### src/rtl/bnat_counter.sv
// Up/down natural-binary counter, range 0..MAX, prescaled step, clamped parallel load.
// Latency: bnat/step/tc are registered and reflect a load or step one edge after it.
// Backpressure: none; en stalls count and prescaler, load always takes effect.
module bnat_counter #(
    parameter int WIDTH    = 4,
    parameter int MAX      = 8,
    parameter int PRESCALE = 1
) (
    input  logic             clk,
    input  logic             rst,
    input  logic             en,
    input  logic             up,
    input  logic             load,
    input  logic [WIDTH-1:0] load_val,
    output logic [WIDTH-1:0] bnat,
    output logic             step,
    output logic             tc
);

    localparam int               PW   = (PRESCALE > 1) ? $clog2(PRESCALE) : 1;
    localparam logic [PW-1:0]    PTOP = PW'(PRESCALE - 1);
    localparam logic [WIDTH-1:0] MAXV = WIDTH'(MAX);

    logic [PW-1:0]    pre;
    logic             pre_top;
    logic             step_cyc;
    logic [WIDTH-1:0] load_clamped;
    logic [WIDTH-1:0] cnt_next;
    logic             cnt_wrap;

    assign pre_top  = (pre == PTOP);
    assign step_cyc = en && pre_top;

    always_comb begin
        load_clamped = load_val;
        if (load_val > MAXV) begin
            load_clamped = MAXV;
        end
    end

    // Wrap is decided by comparing before the arithmetic, so neither the
    // increment past MAX nor the decrement below 0 is ever applied.
    always_comb begin
        cnt_next = bnat;
        cnt_wrap = 1'b0;
        if (up) begin
            if (bnat == MAXV) begin
                cnt_next = '0;
                cnt_wrap = 1'b1;
            end else begin
                cnt_next = bnat + 1'b1;
            end
        end else begin
            if (bnat == '0) begin
                cnt_next = MAXV;
                cnt_wrap = 1'b1;
            end else begin
                cnt_next = bnat - 1'b1;
            end
        end
    end

    always_ff @(posedge clk) begin
        if (rst) begin
            bnat <= '0;
            pre  <= '0;
            step <= 1'b0;
            tc   <= 1'b0;
        end else if (load) begin
            // A load restarts the prescale period and always reports a change.
            bnat <= load_clamped;
            pre  <= '0;
            step <= 1'b1;
            tc   <= 1'b0;
        end else if (step_cyc) begin
            bnat <= cnt_next;
            pre  <= '0;
            step <= 1'b1;
            tc   <= cnt_wrap;
        end else begin
            if (en) begin
                pre <= pre + 1'b1;
            end
            step <= 1'b0;
            tc   <= 1'b0;
        end
    end

endmodule

### config.mk
export PLATFORM = sky130hd
export DESIGN_NAME = bnat_counter
export DESIGN_NICKNAME = d
export VERILOG_FILES = /design/src/rtl/bnat_counter.sv
export SDC_FILE = /design/constraint.sdc
export NUM_CORES = 1
export LEC_CHECK = 0
export BUFFER_PORTS_ARGS = -buffer_cell sky130_fd_sc_hd__clkbuf_2
export CAP_MARGIN = 20
export CORE_AREA = 2 2 39 41
export CTS_BUF_LIST = sky130_fd_sc_hd__clkbuf_16
export CTS_CLUSTER_DIAMETER = 120
export DETAILED_ROUTE_END_ITERATION = 16
export DIE_AREA = 0 0 41 43
export PLACE_DENSITY_LB_ADDON = 0.2
export SLEW_MARGIN = 25
export SYNTH_ARGS = -nofsm -noshare
export SYNTH_HDL_FRONTEND = slang
export SYNTH_SLANG_ARGS = --single-unit
export TNS_END_PERCENT = 100
### constraint.sdc
create_clock -name clk -period 2.8 [get_ports clk]
set_clock_uncertainty 0.15 [all_clocks]
set_input_delay 0.14 -clock clk [delete_from_list [all_inputs] [get_ports clk]]
set_output_delay 0.14 -clock clk [all_outputs]
set_load 0.02 [all_outputs]
## Word level (Yosys, flattened, before mapping)

Cells that the tools add are included.

| cells by class | value |
|---|---|
| $add $sub $neg | 3 |
| magnitude comparators | 1 |
| equal/unequal tests | 1 |
| multiplexer cells | 11 |
| bitwise logic cells | 2 |
| reductions and logical operators | 5 |

Operators by type and width:

| operator | number |
|---|---|
| 4-bit two-way mux | 6 |
| 3-bit OR reduction | 2 |
| 1-bit two-way mux | 5 |
| 4-bit by 1-bit adder with 4-bit output (second input constant) | 1 |
| 4-bit == test (second input constant) | 1 |
| 4-bit greater-than comparator (second input constant) | 1 |
| 4-bit logical NOT | 1 |
| 4-bit by 1-bit subtractor with 4-bit output (second input constant) | 1 |
| 1-bit NOT | 2 |
| 2-bit nonzero test | 1 |
| 1-bit adder (second input constant) | 1 |
| 1-bit logical AND | 1 |

| word-level totals | value |
|---|---|
| register bits after elaboration | 7 |
| input bits | 9 |
| logic and storage cells | 27 |

## Depth between registers and ports, before layout

| logic depth | value |
|---|---|
| depth after elaboration | 5 |
| mapped depth | 6 |
| depth with buffers taken out | 6 |

## Least setup slack after synthesis

No wires, ideal clock.

| timing | value |
|---|---|
| path type | flip-flop to flip-flop |
| from | register bnat[0] |
| to | register bnat[3] |
| data arrival time | 1.634 ns |
| required time | 2.564 ns |
| slack | 0.930 ns |
| cell stages (with the launch flop) | 7 |
| cell sequence | dfxtp_1 -> inv_1 -> ha_1 -> nor2b_1 -> a311oi_1 -> o221ai_2 -> a211oi_1 |

| on the way | value |
|---|---|
| word-level cells in the longest chain between the ends | 5 |

RTL lines:

| item | line | source |
|---|---|---|
| start, declared | 15 | `output logic [WIDTH-1:0] bnat,` |
| start signal, assigned | 71 | `bnat <= load_clamped;` |
| start signal, assigned | 76 | `bnat <= cnt_next;` |
| 4-bit by 1-bit subtractor with 4-bit output (tied with other cells) | 58 | `cnt_next = bnat - 1'b1;` |
| 4-bit two-way mux (on tied branches) | 54, 47 |  |
| 4-bit two-way mux * | 46 | `if (up) begin` |
| 4-bit two-way mux * | 75 | `end else if (step_cyc) begin` |
| 4-bit two-way mux * | 69 | `end else if (load) begin` |

Mark *: on every way between the ends. The rest lies on a longest branch, timed or not. The select of a mux whose other input is x is not followed.
A chain may end at the register's enable or synchronous reset.

## Final worst setup path

Same ends and word-level chain as after synthesis.

==> metrics.txt <==
# TYPE chip_impl_metric gauge
chip_impl_metric{name="timing.final.crit_share",unit=""} 0.664
chip_impl_info{name="hold_path_end",value="bnat[0]"} 1
chip_impl_metric{name="first_pass_iters",unit=""} 2
chip_impl_metric{name="syn_inst",unit=""} 55
chip_impl_metric{name="hold_depth",unit=""} 3
chip_impl_metric{name="chip_height",unit="µm"} 43
chip_impl_metric{name="h-tree-depth",unit=""} 1
chip_impl_metric{name="nNetsFinal",unit=""} 84
chip_impl_metric{name="die_x",unit="µm"} 41
chip_impl_info{name="r2r_end",value="bnat[3]"} 1
chip_impl_metric{name="critical_path.n_buffers_inverters",unit=""} 1
chip_impl_metric{name="mappedNetlistNets",unit=""} 66
chip_impl_metric{name="gpl_congestion",unit=""} 0.753
chip_impl_metric{name="setup-tns-final",unit="ns"} 0
chip_impl_metric{name="achievable_clock_frequency",unit="GHz"} 0.538
chip_impl_metric{name="switching_share",unit=""} 0.233
chip_impl_metric{name="antenna_violating_nets_post_route",unit=""} 0
chip_impl_metric{name="slew_violations",unit=""} 0
chip_impl_metric{name="cts.sink_count",unit=""} 7
chip_impl_metric{name="cts-buffers-inserted",unit=""} 3
chip_impl_metric{name="timing.critical_path.fanout_max",unit=""} 7
chip_impl_metric{name="std_cell_rows",unit=""} 14
chip_impl_metric{name="post_cts.resized_instances",unit=""} 0
chip_impl_metric{name="initial_standard_cell_utilization_of_the_core",unit=""} 0.326
chip_impl_info{name="final_cell_mix",value="14 x sky130_fd_sc_hd__clkbuf_2, 7 x sky130_fd_sc_hd__dfxtp_1, 5 x sky130_fd_sc_hd__inv_1, 5 x sky130_fd_sc_hd__nor2_1"} 1
chip_impl_info{name="final_common_cell",value="sky130_fd_sc_hd__clkbuf_2"} 1
chip_impl_metric{name="drt-initial-drc-count",unit=""} 3
chip_impl_metric{name="netlist_area",unit="µm²"} 452
chip_impl_metric{name="syn-mean-instance-area",unit="µm²"} 8.21
chip_impl_metric{name="clkLatencyLatePin",unit="ns"} 0.23
chip_impl_info{name="hold_start",value="load_val[0]"} 1
chip_impl_metric{name="leakage",unit="nW"} 0.280
chip_impl_metric{name="power_frac_comb",unit=""} 0.156
chip_impl_metric{name="crit_path_max_incr_delay",unit="ns"} 0.42
chip_impl_info{name="root_buffer",value="sky130_fd_sc_hd__clkbuf_16"} 1
chip_impl_metric{name="power_frac_seq",unit=""} 0.270
chip_impl_metric{name="clk_pin_slew",unit="ns"} 0.04
chip_impl_metric{name="slew_of_the_pin_with_the_lowest_slew_margin",unit="ns"} 0.410
chip_impl_metric{name="power_frac_clock",unit=""} 0.573
chip_impl_metric{name="number_of_global_route_vias_before_repair",unit=""} 411
chip_impl_metric{name="total_power",unit="W"} 0.000419
chip_impl_metric{name="netlist-cell-type-count",unit=""} 28
chip_impl_metric{name="drv.max_cap_violation_count",unit=""} 0
chip_impl_info{name="rsz_0062_raised_after_global_routing",value="no"} 1
chip_impl_metric{name="power_density",unit="mW/mm²"} 665
chip_impl_metric{name="floorplan.io_pins",unit=""} 15
chip_impl_metric{name="post-route-drc-count",unit=""} 0
chip_impl_metric{name="slew_headroom",unit=""} 0.726
chip_impl_metric{name="postRouteWirelength",unit="µm"} 1000
chip_impl_metric{name="worst_r2r_path_depth",unit=""} 6
chip_impl_info{name="cts_tree",value="yes"} 1
chip_impl_info{name="timing.critical_path.to_type",value="register"} 1
chip_impl_info{name="startpoint_type",value="register"} 1
chip_impl_metric{name="ctsLongestPathBuffers",unit=""} 2
chip_impl_metric{name="fillers",unit=""} 146
chip_impl_metric{name="vdd.ir_drop.worst",unit="µV"} 324
chip_impl_info{name="worst_path_dominant_cell_family",value="compound AO/OA/AOI/OAI gates"} 1
chip_impl_metric{name="register_bit_count_reported_by_yosys",unit=""} 7
chip_impl_info{name="min_path_type",value="input port to register"} 1
chip_impl_metric{name="buffer_ports.inserted",unit=""} 14
chip_impl_metric{name="via_count",unit=""} 429
chip_impl_info{name="rr_startpoint",value="bnat[0]"} 1
chip_impl_metric{name="final_critical_delay_including_setup_and_external_delays",unit="ns"} 1.86
chip_impl_metric{name="first_pass_grt_wire_length",unit="µm"} 1740
chip_impl_metric{name="req_time_crit_path",unit="ns"} 2.79
chip_impl_metric{name="drt-wirelength-per-cell",unit="µm"} 11.4
chip_impl_metric{name="grt_start_max_net_pins",unit=""} 10
chip_impl_metric{name="cellInternalPower",unit="W"} 0.000321
chip_impl_info{name="critPathSlowestCell",value="sky130_fd_sc_hd__dfxtp_1"} 1
chip_impl_metric{name="fp.coreArea",unit="mm²"} 0.00138
chip_impl_metric{name="yosysSeqAreaShare",unit=""} 0.310
chip_impl_metric{name="setup-violations-final",unit=""} 0
chip_impl_metric{name="drive_above_1_share",unit=""} 0.250
chip_impl_info{name="criticalPathCategory",value="register to register"} 1
chip_impl_metric{name="power.net_switching",unit="W"} 0.0000976
chip_impl_metric{name="ys_warn_count",unit=""} 0
chip_impl_info{name="run_status",value="finished clean"} 1
chip_impl_metric{name="n_antenna_cell",unit=""} 0
chip_impl_metric{name="place.detailed.hpwl",unit="µm"} 743
chip_impl_metric{name="register_to_register_setup_slack",unit="ns"} 0.94
chip_impl_info{name="worstPathCellList",value="inv_1, ha_1, nor2b_1, a311oi_1, o221ai_2, a211oi_1"} 1
chip_impl_metric{name="grt_use_total",unit=""} 0.147
chip_impl_metric{name="cp_data_arrival_time",unit="ns"} 1.85
chip_impl_metric{name="hold_viol_final",unit=""} 0
chip_impl_metric{name="global_route.overflow_total",unit=""} 0
chip_impl_metric{name="area_growth_syn_to_layout",unit="%"} 39.6
chip_impl_metric{name="initial_antenna_violation_count",unit=""} 0
chip_impl_metric{name="routed_via_density",unit=""} 4.88
chip_impl_metric{name="area_of_the_die",unit="mm²"} 0.00176
state kept, by name, indices dropped and copies added, names as in the netlist:
name	cells
bnat	4
pre	1
tc	1
step	1
worst max-delay path by stage:
stage / slack (ns) / startpoint / to / cells past startpoint
after floorplan: 0.93 / bnat[0] / bnat[3] / 6
after global placement: 0.98 / bnat[0] / bnat[3] / 6
after detailed placement: 0.94 / bnat[0] / bnat[3] / 6
after CTS: 0.92 / bnat[0] / bnat[3] / 6
after global routing: 0.79 / bnat[0] / bnat[3] / 6
final: 0.94 / bnat[0] / bnat[3] / 6
routing by layer:
layer	up-vias	global-route usage	part of all wire
met5	-	0	0
met4	0	0.0800	0
met3	0	0.0628	0.066
met2	12	0.181	0.40
met1	184	0.208	0.54
li1	233	-	-
power by group through the flow:
| stage | Sequential, W | Clock (W) | Combinational, W |
|---|---|---|---|
| final | 0.000113 | 0.000240 | 0.0000656 |
| after global routing | 0.000114 | 0.000256 | 0.0000733 |
| after CTS | 0.000113 | 0.000246 | 0.0000661 |
| after floorplan | 0.000119 | 0 | 0.0000426 |
| after global placement | 0.000115 | 0 | 0.0000628 |
| after detailed placement | 0.000115 | 0 | 0.0000625 |
area by class of cell:
cell class,instances,area [µm²],area share
clock buffer,3,75.1,0.119
clock inverter,1,3.75,0.00595
inverter,4,15.0,0.0238
multi-input combinational,40,277,0.438
sequential,7,140,0.222
tap,16,20.0,0.0317
timing repair buffer,17,100,0.159
what timing repair did:
item                      4_1_cts  5_1_grt
buffers inserted                0        0
hold buffers                    3        0
hold endpoints to repair        3        0
per-stage QoR:
step | std cells | hold WS, ns | area, µm² | worst slack [ns] | utilization
2_1_floorplan | 55 | 0.0667 | 452 | 0.930 | -
3_3_place_gp | 81 | 0.189 | 522 | 0.984 | 0.377
3_5_place_dp | 81 | 0.193 | 522 | 0.944 | 0.377
4_1_cts | 88 | 0.00795 | 631 | 0.922 | 0.456
5_1_grt | 88 | 0.0345 | 631 | 0.792 | 0.456
6_report | 88 | 0.00869 | 631 | 0.942 | 0.456
cell families (layout without fill, tap and decap cells):
group                      Yosys count  after routing  synth area share
adders and majority gates            2              2            0.0554
AOI/OAI and AO/OA                   17             17             0.285
and+or+nand+nor                     19             19             0.230
muxes                                1              1            0.0222
buffers and inverters                8             25            0.0776
DFF                                  7              7             0.310
xor gates and xnor gates             1              1            0.0194
synth_stat cells, drive strengths merged:
cell type,count,area share
a221o,1,0.022
o221ai,1,0.033
dfxtp,7,0.31
ha,2,0.055
buf,2,0.028
a211oi,2,0.033
nand3b,1,0.017
or4b,1,0.022
a311oi,1,0.019
a21oi,4,0.044
nor2b,3,0.042
clkbuf,2,0.017
a311o,1,0.022
a31oi,1,0.014
a211o,1,0.019
o21ai,2,0.022
nand2b,3,0.042
o31ai,1,0.017
o311a,1,0.022
nor4b,1,0.019
a21o,1,0.017
xnor2,1,0.019
nor2,5,0.042
nor4,1,0.014
mux2i,1,0.022
inv,4,0.033
nand2,4,0.033
worst register-to-register path, stage by stage (launching register included):
cell and delay [ns]:
sky130_fd_sc_hd__dfxtp_1 0.42, sky130_fd_sc_hd__inv_1 0.11, sky130_fd_sc_hd__ha_1 0.27, sky130_fd_sc_hd__nor2b_1 0.17, sky130_fd_sc_hd__a311oi_1 0.31, sky130_fd_sc_hd__o221ai_2 0.14, sky130_fd_sc_hd__a211oi_1 0.21
No activity file was read; power rests on OpenSTA's default activity.
